$ cat src/rtl/vga_timing_gen.sv
// Parametrised raster timing generator.
//
// Purpose:
//   Produces hsync/vsync/display-enable and raw x/y positions for a raster
//   display. Horizontal and vertical timing (active, front porch, sync, back
//   porch), sync polarities and counter width are set by parameters. The pixel
//   rate comes from an external strobe (pix_en) rather than an internal divider.
//   All outputs are registered and lag the internal counters by one strobe.
//
// Ports:
//   clk          system clock
//   rst_n        asynchronous active-low reset
//   pix_en       pixel strobe; timing advances one pixel per clk edge with pix_en=1
//   restart      synchronous frame restart (overrides pix_en)
//   hsync        horizontal sync, active level HS_POL
//   vsync        vertical sync, active level VS_POL
//   de           display enable, high inside the active region
//   x, y         raw horizontal / vertical counts, including blanking
//   line_start   one-clk pulse when x=0 of any line is presented
//   frame_start  one-clk pulse when (0,0) is presented
module vga_timing_gen #(
  parameter int unsigned H_ACTIVE = 640,
  parameter int unsigned H_FP     = 16,
  parameter int unsigned H_SYNC   = 96,
  parameter int unsigned H_BP     = 48,
  parameter int unsigned V_ACTIVE = 480,
  parameter int unsigned V_FP     = 10,
  parameter int unsigned V_SYNC   = 2,
  parameter int unsigned V_BP     = 33,
  parameter bit          HS_POL   = 1'b0,
  parameter bit          VS_POL   = 1'b0,
  parameter int unsigned CW       = 11
) (
  input  logic          clk,
  input  logic          rst_n,
  input  logic          pix_en,
  input  logic          restart,
  output logic          hsync,
  output logic          vsync,
  output logic          de,
  output logic [CW-1:0] x,
  output logic [CW-1:0] y,
  output logic          line_start,
  output logic          frame_start
);

  localparam int unsigned H_TOTAL = H_ACTIVE + H_FP + H_SYNC + H_BP;
  localparam int unsigned V_TOTAL = V_ACTIVE + V_FP + V_SYNC + V_BP;

  // Thresholds are one bit wider than the counters so that a total of exactly
  // 2^CW is still representable.
  localparam logic [CW:0] H_ACT_W   = (CW+1)'(H_ACTIVE);
  localparam logic [CW:0] H_SYNC_ON = (CW+1)'(H_ACTIVE + H_FP);
  localparam logic [CW:0] H_SYNC_OF = (CW+1)'(H_ACTIVE + H_FP + H_SYNC);
  localparam logic [CW:0] H_LAST    = (CW+1)'(H_TOTAL - 1);
  localparam logic [CW:0] V_ACT_W   = (CW+1)'(V_ACTIVE);
  localparam logic [CW:0] V_SYNC_ON = (CW+1)'(V_ACTIVE + V_FP);
  localparam logic [CW:0] V_SYNC_OF = (CW+1)'(V_ACTIVE + V_FP + V_SYNC);
  localparam logic [CW:0] V_LAST    = (CW+1)'(V_TOTAL - 1);

  if (CW < 1 || CW > 31 ||
      H_ACTIVE == 0 || H_FP == 0 || H_SYNC == 0 || H_BP == 0 ||
      V_ACTIVE == 0 || V_FP == 0 || V_SYNC == 0 || V_BP == 0 ||
      longint'(H_TOTAL) > (longint'(1) << CW) ||
      longint'(V_TOTAL) > (longint'(1) << CW)) begin : g_bad_params
    $error("vga_timing_gen: illegal timing parameters or counter width");
  end

  logic [CW-1:0] r_h_cnt;
  logic [CW-1:0] r_v_cnt;
  logic          r_hsync;
  logic          r_vsync;
  logic          r_de;
  logic [CW-1:0] r_x;
  logic [CW-1:0] r_y;
  logic          r_line_start;
  logic          r_frame_start;

  logic [CW:0]   w_h_ext;
  logic [CW:0]   w_v_ext;
  logic          w_h_last;
  logic          w_v_last;
  logic [CW-1:0] w_h_next;
  logic [CW-1:0] w_v_next;
  logic          w_de;
  logic          w_hs_act;
  logic          w_vs_act;
  logic          w_line0;
  logic          w_frame0;

  // Decode of the counters as they stand before the next strobe.
  always_comb begin
    w_h_ext  = {1'b0, r_h_cnt};
    w_v_ext  = {1'b0, r_v_cnt};
    w_h_last = (w_h_ext == H_LAST);
    w_v_last = (w_v_ext == V_LAST);
    w_h_next = w_h_last ? '0 : r_h_cnt + CW'(1);
    // Vertical count only moves on the horizontal wrap.
    w_v_next = r_v_cnt;
    if (w_h_last) begin
      w_v_next = w_v_last ? '0 : r_v_cnt + CW'(1);
    end
    w_de     = (w_h_ext < H_ACT_W) && (w_v_ext < V_ACT_W);
    w_hs_act = (w_h_ext >= H_SYNC_ON) && (w_h_ext < H_SYNC_OF);
    w_vs_act = (w_v_ext >= V_SYNC_ON) && (w_v_ext < V_SYNC_OF);
    w_line0  = (r_h_cnt == '0);
    w_frame0 = (r_h_cnt == '0) && (r_v_cnt == '0);
  end

  always_ff @(posedge clk or negedge rst_n) begin
    if (!rst_n) begin
      r_h_cnt       <= '0;
      r_v_cnt       <= '0;
      r_hsync       <= ~HS_POL;
      r_vsync       <= ~VS_POL;
      r_de          <= 1'b0;
      r_x           <= '0;
      r_y           <= '0;
      r_line_start  <= 1'b0;
      r_frame_start <= 1'b0;
    end else if (restart) begin
      r_h_cnt       <= '0;
      r_v_cnt       <= '0;
      r_hsync       <= ~HS_POL;
      r_vsync       <= ~VS_POL;
      r_de          <= 1'b0;
      r_x           <= '0;
      r_y           <= '0;
      r_line_start  <= 1'b0;
      r_frame_start <= 1'b0;
    end else if (pix_en) begin
      r_h_cnt       <= w_h_next;
      r_v_cnt       <= w_v_next;
      r_hsync       <= w_hs_act ? HS_POL : ~HS_POL;
      r_vsync       <= w_vs_act ? VS_POL : ~VS_POL;
      r_de          <= w_de;
      r_x           <= r_h_cnt;
      r_y           <= r_v_cnt;
      r_line_start  <= w_line0;
      r_frame_start <= w_frame0;
    end else begin
      // Pulses last exactly one clk even when strobes are sparse.
      r_line_start  <= 1'b0;
      r_frame_start <= 1'b0;
    end
  end

  assign hsync       = r_hsync;
  assign vsync       = r_vsync;
  assign de          = r_de;
  assign x           = r_x;
  assign y           = r_y;
  assign line_start  = r_line_start;
  assign frame_start = r_frame_start;

endmodule
$ cat config.mk
export PLATFORM = sky130hd
export DESIGN_NAME = vga_timing_gen
export DESIGN_NICKNAME = d
export VERILOG_FILES = /design/src/rtl/vga_timing_gen.sv
export SDC_FILE = /design/constraint.sdc
export NUM_CORES = 1
export LEC_CHECK = 0
export CAP_MARGIN = 20
export CELL_PAD_IN_SITES_DETAIL_PLACEMENT = 1
export CELL_PAD_IN_SITES_GLOBAL_PLACEMENT = 1
export CORE_MARGIN = 3
export CORE_UTILIZATION = 45
export CTS_CLUSTER_DIAMETER = 60
export CTS_CLUSTER_SIZE = 40
export DETAILED_ROUTE_END_ITERATION = 6
export HOLD_SLACK_MARGIN = 0.06
export PLACE_DENSITY_LB_ADDON = 0.1
export SETUP_SLACK_MARGIN = 0.05
export SLEW_MARGIN = 20
export SYNTH_ARGS = -nofsm -noshare
export SYNTH_HDL_FRONTEND = slang
export SYNTH_SLANG_ARGS = --single-unit
$ cat constraint.sdc
create_clock -name clk -period 2.6 [get_ports clk]
set_clock_uncertainty 0.2 [all_clocks]
set_input_delay 0.78 -clock clk [delete_from_list [all_inputs] [get_ports clk]]
set_output_delay 0.78 -clock clk [all_outputs]
set_load 0.01 [all_outputs]
* Word level (Yosys, flattened, before mapping) *
Cells that the tools add are included.

storage, ports and cells
  word-level logic and storage cells = 51
  register bits after elaboration = 49
  bits of input ports = 4

cells by class
  $add $sub $neg = 2
  reductions and logical operators = 9
  order comparisons = 6
  equality and inequality tests = 2
  multiplexer cells = 23

operator list
  kind                                                                            number
  11-bit 2-to-1 mux                                                               11
  11-bit by 1-bit adder with 11-bit output, second input constant                 2
  11-bit by 10-bit equality test with 1-bit output, second input constant         2
  11-bit zero test                                                                2
  11-bit by 10-bit less-than comparator with 1-bit output, second input constant  2
  11-bit by 9-bit less-than comparator with 1-bit output, second input constant   2
  1-bit 2-to-1 mux                                                                12
  11-bit by 10-bit >= comparator with 1-bit output, second input constant         1
  11-bit by 9-bit >= comparator with 1-bit output, second input constant          1
  1-bit logical AND                                                               4
  2-bit nonzero test                                                              2
  2-bit AND reduction                                                             1

* Longest topological paths before layout *
Gate-level depths: netlist (run 1).

  depth in word-level cells = 5
  gate-level depth with buffers = 6

* Worst setup path after synthesis (run 1) *
No wires, ideal clock.

  kind = input to register
  from = in restart
  to = reg r_v_cnt[7]
  data arrival time = 1.856 ns
  stages on the path = 5
  path slack = 0.467 ns
  setup time = 0.077 ns
  cells stage by stage = buf_6 nor4b_4 nand3_2 or4_1 o21ai_1

on the way
  longest elaborated chain between the ends = 2
  elaborated cells between the ends (all ways) = 4
  those cells by class = mux (1); reduce/logical (3)

ends and longest elaborated chain
  element                        line  source
  start: declaration             37    input logic restart,
  2-bit nonzero test (no line)   -
  2-bit AND reduction (no line)  -
  end signal: assignment         133   r_v_cnt <= w_v_next;
  end: declaration               70    logic [CW-1:0] r_v_cnt;

Several ways; a longest one is shown, not always the timed one.
A chain may end at the register's enable or synchronous reset.

* Worst setup path in the final report (run 1) *
  from = in restart
  to = reg r_v_cnt[4]

Same word-level chain as after synthesis.

==> results_tabular.tex, run 1 <==
\begin{tabular}{lr}
\hline
Metric & Value \\
\hline
\multicolumn{2}{l}{\textbf{Status}} \\
Outcome & complete, no violations \\
\multicolumn{2}{l}{\textbf{Min path}} \\
Class of the worst hold path & input pin to asynchronous set/reset pin \\
\multicolumn{2}{l}{\textbf{Layout}} \\
NumNets Final & 281 \\
Final design instance area without fill & approximately 3000 sq um \\
Area growth from synthesis to layout & 18.6\% \\
Final non-filler cell total & approximately 340 \\
Share of post-route cells with drive strength above 1 & between 10\% and 20\% \\
Diodes inserted & 0 \\
\multicolumn{2}{l}{\textbf{Clocking}} \\
Reg clk slew, reported paths & 0.09 ns \\
Clock root cell & clkbuf\_8 \\
Post-CTS Hold Fix Bufs & 0 \\
CTS H-tree lvls & 2 \\
Clock latency reported for the late side of the worst-skew pair & 0.30 ns \\
Number of buffers added for setup after CTS & 0 \\
CTS tree & done \\
CTS-repair resized insts & 0 \\
Number of buffers on the longest clock path & 2 \\
Cts bufs inserted & 5 \\
Clock sink count & between 40 and 50 \\
\multicolumn{2}{l}{\textbf{Global route}} \\
First-pass GRT wire length & between 10 and 15 mm \\
Pin count of the biggest net entering global routing & 29 \\
Antenna violations before repair & 0 \\
Total congestion overflow after global routing & 0 \\
Total Routing Usage GR & about 22\% \\
Number of global-route vias before repair & just over 2000 \\
\multicolumn{2}{l}{\textbf{Synthesis}} \\
Simple-Gate Fraction of Synth Area & 21.6\% \\
Per-instance average area after synthesis & between 10 and 15 sq um \\
Yosys warnings & 0 \\
Number of cells produced by synthesis & 242 \\
Xor-xnor portion of the synthesized cell area & between 2 and 2.5\% \\
Yosys top cell area share & 47.1\% \\
Main combinational cell family by area after synthesis & simple AND/OR/NAND/NOR gates \\
Net count of the mapped netlist & between 200 and 300 \\
Number of distinct standard cells referenced by the synthesized netlist & 46 \\
Post-synthesis cell type with the largest combined area & dfrtp\_1 \\
Mux cell area share after synthesis & under 10\% \\
Post-Synth Adder-Cell Area & 2.01\% \\
Most used flip-flop cell after synthesis & dfrtp\_1 \\
Sequential share of the synthesized area & between 40\% and 50\% \\
Complex-gate fraction of the synthesized area & 10.3\% \\
Flip-flop and latch count after synthesis & 49 \\
Async S/R FF share, synth & 100\% \\
Mapped Area & 2500 sq um \\
Number of flops mapped to enable cells by yosys & 0 \\
Synth area leaders & dfrtp\_1 47\%, mux2i\_1 8.8\%, nor2\_1 5.0\%, nand3\_1 2.4\%, dfstp\_2 2.1\% \\
\multicolumn{2}{l}{\textbf{Routing}} \\
Number of design rule violations left after detail routing & 0 \\
Average routed wire per standard cell & 18.0 microns \\
Final Routed Wirelength & 6.20 mm \\
DR pass1 iterations & 4 \\
Post-DRT Antenna Nets & 0 \\
Total number of vias & about 2000 \\
Number of DRC markers after the initial detailed-route iteration & 74 \\
Ratio of routed vias to standard cells & 5.79 \\
\multicolumn{2}{l}{\textbf{Pwr}} \\
Power share of the combinational group & 8.6\% \\
Power Dens Cells & around 460 nW/um\^{}2 \\
Switching fraction of total power & approximately a quarter \\
Proportion of power drawn by flip-flops and latches & roughly 57\% \\
Internal power & approximately 0.0010 W \\
Clock share of power & approximately 34\% \\
Net switching power figure & roughly 0.00033 W \\
Max VDD drop & about 0.00022 V \\
Static leakage & 1.33 nW \\
\multicolumn{2}{l}{\textbf{Timing}} \\
Highest clock frequency the design can meet & $\sim$410 MHz \\
Shortest clock period the worst path allows after layout & approximately 2.4 ns \\
Transition time of the tightest slew-check pin & about 0.50 ns \\
Slew headroom & between 60\% and 70\% \\
Number of failing hold endpoints at the final stage & 0 \\
Setup repair after global routing missed its margin & false \\
Slack of the critical path & between 0.15 and 0.2 ns \\
Worst-case hold slack & about 0.24 ns \\
Max-slew violation count & 0 \\
Final Cycle Share & 92.8\% \\
Final setup viols & 0 \\
\multicolumn{2}{l}{\textbf{Critical path}} \\
Crit Path Class & input pin to flop \\
Crit path buffers/inverters & 1 \\
Instance count on the critical path & 5 \\
Critical Path End Type & flop \\
Crit-path max cell delay & just over 0.5 ns \\
Crit Reg-Reg Startpoint & r\_v\_cnt[0] \\
CP max FO & 6 \\
Series of cell instances along the critical path & clkdlybuf4s50\_1 -> nor4b\_4 -> nand3\_2 -> or4\_1 -> o21ai\_1 \\
Crit path max-delay cell type & or4\_1 \\
Req. time, crit path & between 2 and 3 ns \\
End of the critical path & r\_v\_cnt[4] \\
Internal reg-to-reg setup slack & $\sim$0.55 ns \\
Kind of cell with the highest combined delay on the critical path & simple AND/OR/NAND/NOR gates \\
Startpoint Class & input pin \\
Critical Path Start & restart \\
Worst reg2reg path depth & 6 \\
Arrival time at the worst endpoint & between 2 and 2.5 ns \\
Endpoint of the most critical register-to-register path & r\_v\_cnt[4] \\
\multicolumn{2}{l}{\textbf{Placement}} \\
Post-placement cell count & roughly 340 \\
Number of input and output port buffers inserted & 30 \\
Pre-CTS setup slack & -0.0946 ns \\
Instance area after placement & approximately 2900 sq um \\
Placed wire-length estimate after detailed placement & approximately 4.4 mm \\
Final Wtd Congestion & 0.816 \\
\multicolumn{2}{l}{\textbf{Floorplanning}} \\
Number of cell rows & 26 \\
Horizontal extent of the die & a little over 80 microns \\
Initial core utilization & a little under half \\
Core Region & around 5200 sq um \\
I/O pin cnt & 31 \\
Height of the chip & 80.5 microns \\
Die outline area & $\sim$6500 sq um \\
\multicolumn{2}{l}{\textbf{Run}} \\
Maximum Capacitance Violations & 0 \\
\hline
\end{tabular}
logic make-up after synthesis:
logic type | count (synthesis)
simple gates | 95
mux | 22
buf+inv | 27
compound gates | 38
xor+xnor | 7
fa+ha+maj | 4
flops | 49
Yosys cell counts (all sizes together) (3+ instances only):
cell,instances
nand4,6
a31oi,3
o21ai,11
nor2,33
nand2,10
mux2i,22
nand2b,4
and4,5
nor4b,3
or2,3
ha,4
a21oi,10
inv,9
or3,4
dfrtp,47
nor4,4
o31ai,3
nor3,4
buf,17
nand3,13
xor2,5
metal layers:
layer / global-route usage [%] / vias up / part of all wire (%)
met4: 6.08 / 0 / 1.5
li1: - / 915 / -
met2: 32.9 / 47 / 46
met1: 30.8 / 1018 / 49
met5: 0 / - / 0
met3: 4.71 / 12 / 3.6
worst reg2reg max path, stage by stage, from the launching register on:
cell and delay (ns):
dfrtp_1 0.49, inv_1 0.08, ha_1 0.20, nor4b_4 0.14
and3_1 0.25, or4_1 0.53, o21ai_1 0.10
per-stage QoR:
stage / utilization [%] / TNS [ns] / total power (W)
after floorplan: - / 0 / 0.000867
after global placement: 54.8 / 0 / 0.000919
after detailed placement: 54.8 / -0.299 / 0.000921
after CTS: 56.5 / 0 / 0.00139
after global routing: 56.5 / 0 / 0.00143
final: 56.5 / 0 / 0.00137
layout by cell type (no fill, tap or decap), drive strengths merged, types with 3 or more instances in the layout:
cell type,instances
clkbuf,8
a21oi,10
nand2b,4
clkdlybuf4s50,28
inv,9
nor4,4
nor2,33
nor4b,3
nor3,4
buf,14
ha,4
and4,5
o21ai,11
or2,3
mux2i,22
dfrtp,47
nand2,10
or3,4
nand3,13
nand4,6
a31oi,3
xor2,5
o31ai,3
worst min path at each step:
stage | slack (ns) | end | depth (start not counted)
detailed placement | 0.32 | x[6] | 2
global placement | 0.30 | x[6] | 2
CTS | 0.24 | r_h_cnt[10] | 1
global route | 0.26 | r_v_cnt[10] | 1
floorplan | 0.28 | de | 0
finish | 0.24 | r_v_cnt[10] | 1
sequential cells by signal, summed over array words and instances, names as in the netlist:
register and flops:
de 1, frame_start 1, hsync 1, line_start 1, r_h_cnt 11, r_v_cnt 11, vsync 1, x 11
y 11
power groups by stage:
| stage | Sequential, W | Combinational (W) | Clock (W) |
|---|---|---|---|
| after floorplan | 0.000795 | 0.0000714 | 0 |
| after global placement | 0.000801 | 0.000117 | 0 |
| after detailed placement | 0.000802 | 0.000119 | 0 |
| after CTS | 0.000787 | 0.000119 | 0.000480 |
| after global routing | 0.000789 | 0.000130 | 0.000515 |
| final | 0.000787 | 0.000117 | 0.000468 |
layout make-up:
class	instances	area, sq um
Sequential cell	49	1230
Inverter	9	33.8
Tap cell	70	87.6
Timing Repair Buffer	42	393
Clock buffer	8	90.1
Fill cell	582	2280
Multi-Input combinational cell	166	1130
No activity file was read; power rests on OpenSTA's default activity.
==> inputs of run 2 (changes only) <==
--- a/config.mk
+++ b/config.mk
@@ -9,12 +9,13 @@
 export CELL_PAD_IN_SITES_DETAIL_PLACEMENT = 1
 export CELL_PAD_IN_SITES_GLOBAL_PLACEMENT = 1
 export CORE_MARGIN = 3
-export CORE_UTILIZATION = 45
+export CORE_UTILIZATION = 46
 export CTS_CLUSTER_DIAMETER = 60
 export CTS_CLUSTER_SIZE = 40
 export DETAILED_ROUTE_END_ITERATION = 6
 export HOLD_SLACK_MARGIN = 0.06
 export PLACE_DENSITY_LB_ADDON = 0.1
+export REMOVE_ABC_BUFFERS = 1
 export SETUP_SLACK_MARGIN = 0.05
 export SLEW_MARGIN = 20
 export SYNTH_ARGS = -nofsm -noshare
==> run 2 against run 1 <==
  * Clock power rose by 38%
  * Largest power group unchanged
  * Count of clock-buffer cells in the layout fell by 3
  * Worst setup slack improved by 0.027 ns
  * Combinational power barely moved
  * Die area fell by 2.0%
  * Non-clock buffer count fell by 4
  * Fmax rose by 1.1%
  * Final cell count fell by 1.2%
==> results_tabular.tex, run 2 (synthesis results as in run 1) <==
\begin{tabular}{lr}
\hline
Metric & Value \\
\hline
\multicolumn{2}{l}{\textbf{Min path}} \\
Class of the worst hold path & input pin to asynchronous set/reset pin \\
\multicolumn{2}{l}{\textbf{Critical path}} \\
CP max FO & 12 \\
Req. time, crit path & $\sim$2.6 ns \\
Crit Path Class & input pin to flop \\
Startpoint Class & input pin \\
Arrival time at the worst endpoint & around 2.4 ns \\
Critical Path End Type & flop \\
\multicolumn{2}{l}{\textbf{Layout}} \\
NumNets Final & roughly 280 \\
Final design instance area without fill & roughly 3000 sq um \\
Most frequent cells in the layout & 47 x dfrtp\_1, 33 x nor2\_1, 28 x clkdlybuf4s50\_1 \\
Final non-filler cell total & 340 \\
Area growth from synthesis to layout & 19.1\% \\
Most common cell after layout, fill and taps aside & dfrtp\_1 \\
Share of post-route cells with drive strength above 1 & a little over 10\% \\
Diodes inserted & 0 \\
\multicolumn{2}{l}{\textbf{Routing}} \\
Total number of vias & around 1900 \\
Ratio of routed vias to standard cells & about 5.6 \\
Average routed wire per standard cell & 17.9 microns \\
Post-DRT Antenna Nets & 0 \\
Number of design rule violations left after detail routing & 0 \\
DR pass1 iterations & 4 \\
Number of DRC markers after the initial detailed-route iteration & between 60 and 70 \\
Final Routed Wirelength & roughly 6 mm \\
\multicolumn{2}{l}{\textbf{Timing}} \\
Slew headroom & slightly above 50\% \\
Setup repair after global routing missed its margin & false \\
Final Cycle Share & between 90\% and 100\% \\
Worst-case hold slack & 0.236 ns \\
Slack of the critical path & approximately 0.21 ns \\
Final setup viols & 0 \\
Max-slew violation count & 0 \\
Highest clock frequency the design can meet & between 400 and 500 MHz \\
Shortest clock period the worst path allows after layout & around 2.4 ns \\
Transition time of the tightest slew-check pin & 0.723 ns \\
Number of failing hold endpoints at the final stage & 0 \\
\multicolumn{2}{l}{\textbf{Floorplanning}} \\
Initial core utilization & a little under 50\% \\
Die outline area & between 6000 and 7000 sq um \\
Number of cell rows & 26 \\
Height of the chip & 79.7 microns \\
Core Region & 5170 sq um \\
I/O pin cnt & 31 \\
Horizontal extent of the die & between 70 and 80 microns \\
\multicolumn{2}{l}{\textbf{Global route}} \\
Pin count of the biggest net entering global routing & 30 \\
First-pass GRT wire length & roughly 10 mm \\
Antenna violations before repair & 0 \\
Total Routing Usage GR & about a fifth \\
Total congestion overflow after global routing & 0 \\
Number of global-route vias before repair & 2021 \\
\multicolumn{2}{l}{\textbf{Clocking}} \\
Clock sink count & roughly 50 \\
Cts bufs inserted & 5 \\
Number of buffers on the longest clock path & 2 \\
Number of buffers added for setup after CTS & 0 \\
Reg clk slew, reported paths & 0.09 ns \\
CTS H-tree lvls & 2 \\
CTS-repair resized insts & 0 \\
Clock root cell & clkbuf\_8 \\
Clock latency reported for the late side of the worst-skew pair & approximately 0.30 ns \\
Post-CTS Hold Fix Bufs & 0 \\
CTS tree & done \\
\multicolumn{2}{l}{\textbf{Placement}} \\
Final Wtd Congestion & between 0.8 and 0.9 \\
Instance area after placement & roughly 2800 sq um \\
Post-placement cell count & 332 \\
Pre-CTS setup slack & -0.0927 ns \\
Number of input and output port buffers inserted & 30 \\
Placed wire-length estimate after detailed placement & between 4 and 5 mm \\
\multicolumn{2}{l}{\textbf{Pwr}} \\
Static leakage & between 1 and 1.5 nW \\
Power Dens Cells & 521 nW/um\^{}2 \\
Max VDD drop & just under 0.0003 V \\
\multicolumn{2}{l}{\textbf{Run}} \\
Maximum Capacitance Violations & 0 \\
\multicolumn{2}{l}{\textbf{Status}} \\
Outcome & complete, no violations \\
\hline
\end{tabular}
run 2: cell types whose count changed in the layout (fill, tap and decap cells not counted):
cell and change:
buf_4 -4, clkbuf_8 -1, clkbuf_1 -2, bufinv_16 +2
clkinv_2 +1
run 2: final cells by class:
cell class                 instances  area (sq um)
clock buffer                       5          68.8
clock inverter                     3          65.1
fill                             570          2200
inverter                           9          33.8
multi-input combinational        166          1130
sequential                        49          1230
tap                               70          87.6
timing repair buffer              38           363
run 2: worst max-delay path, stage by stage:
cell             delay (ns)
clkdlybuf4s50_1        0.50
buf_4                  0.24
a31oi_1                0.56
a21oi_1                0.15
o21ai_1                0.18
run 2: metal layers:
metal / share of wire, % / global-route usage, % / vias to the layer above
li1: - / - / 913
met1: 49 / 29.7 / 951
met2: 46 / 31.9 / 45
met3: 3.8 / 3.72 / 10
met5: 0 / 0 / -
met4: 1.5 / 7.22 / 0
run 2: metrics by stage:
stage	TNS (ns)	util, %	total power, W
3_3_place_gp	-0.0112	54.9	0.000917
2_1_floorplan	0	-	0.000844
4_1_cts	0	57.5	0.00156
3_5_place_dp	-0.295	54.9	0.000920
6_report	0	57.5	0.00155
5_1_grt	0	57.5	0.00161
run 2: path summary, 6_finish.rpt:
check | start | end | slack [ns] | cells past startpoint
hold reg to reg | x[2] | x[2] | 0.33 | 2
min in group clk | x[2] | x[2] | 0.33 | 2
setup reg to reg | r_v_cnt[0] | r_v_cnt[4] | 0.44 | 6
max in group asynchronous | rst_n | vsync | 1.37 | 2
setup / recovery | restart | r_v_cnt[4] | 0.21 | 5
hold / removal | rst_n | x[8] | 0.24 | 1
run 2: report_power, final:
| group | switching (W) | internal, W |
|---|---|---|
| logic | 0.0000671 | 0.0000494 |
| registers | 0.0000153 | 0.000772 |
| clock network | 0.000262 | 0.000382 |
| total | 0.000345 | 0.00120 |
==> inputs of run 3 (changes only) <==
--- a/config.mk
+++ b/config.mk
@@ -5,7 +5,7 @@
 export SDC_FILE = /design/constraint.sdc
 export NUM_CORES = 1
 export LEC_CHECK = 0
-export CAP_MARGIN = 20
+export CAP_MARGIN = 40
 export CELL_PAD_IN_SITES_DETAIL_PLACEMENT = 1
 export CELL_PAD_IN_SITES_GLOBAL_PLACEMENT = 1
 export CORE_MARGIN = 3
==> results of run 3 <==
Final layout, timing and power as in run 2 (identical DEF).
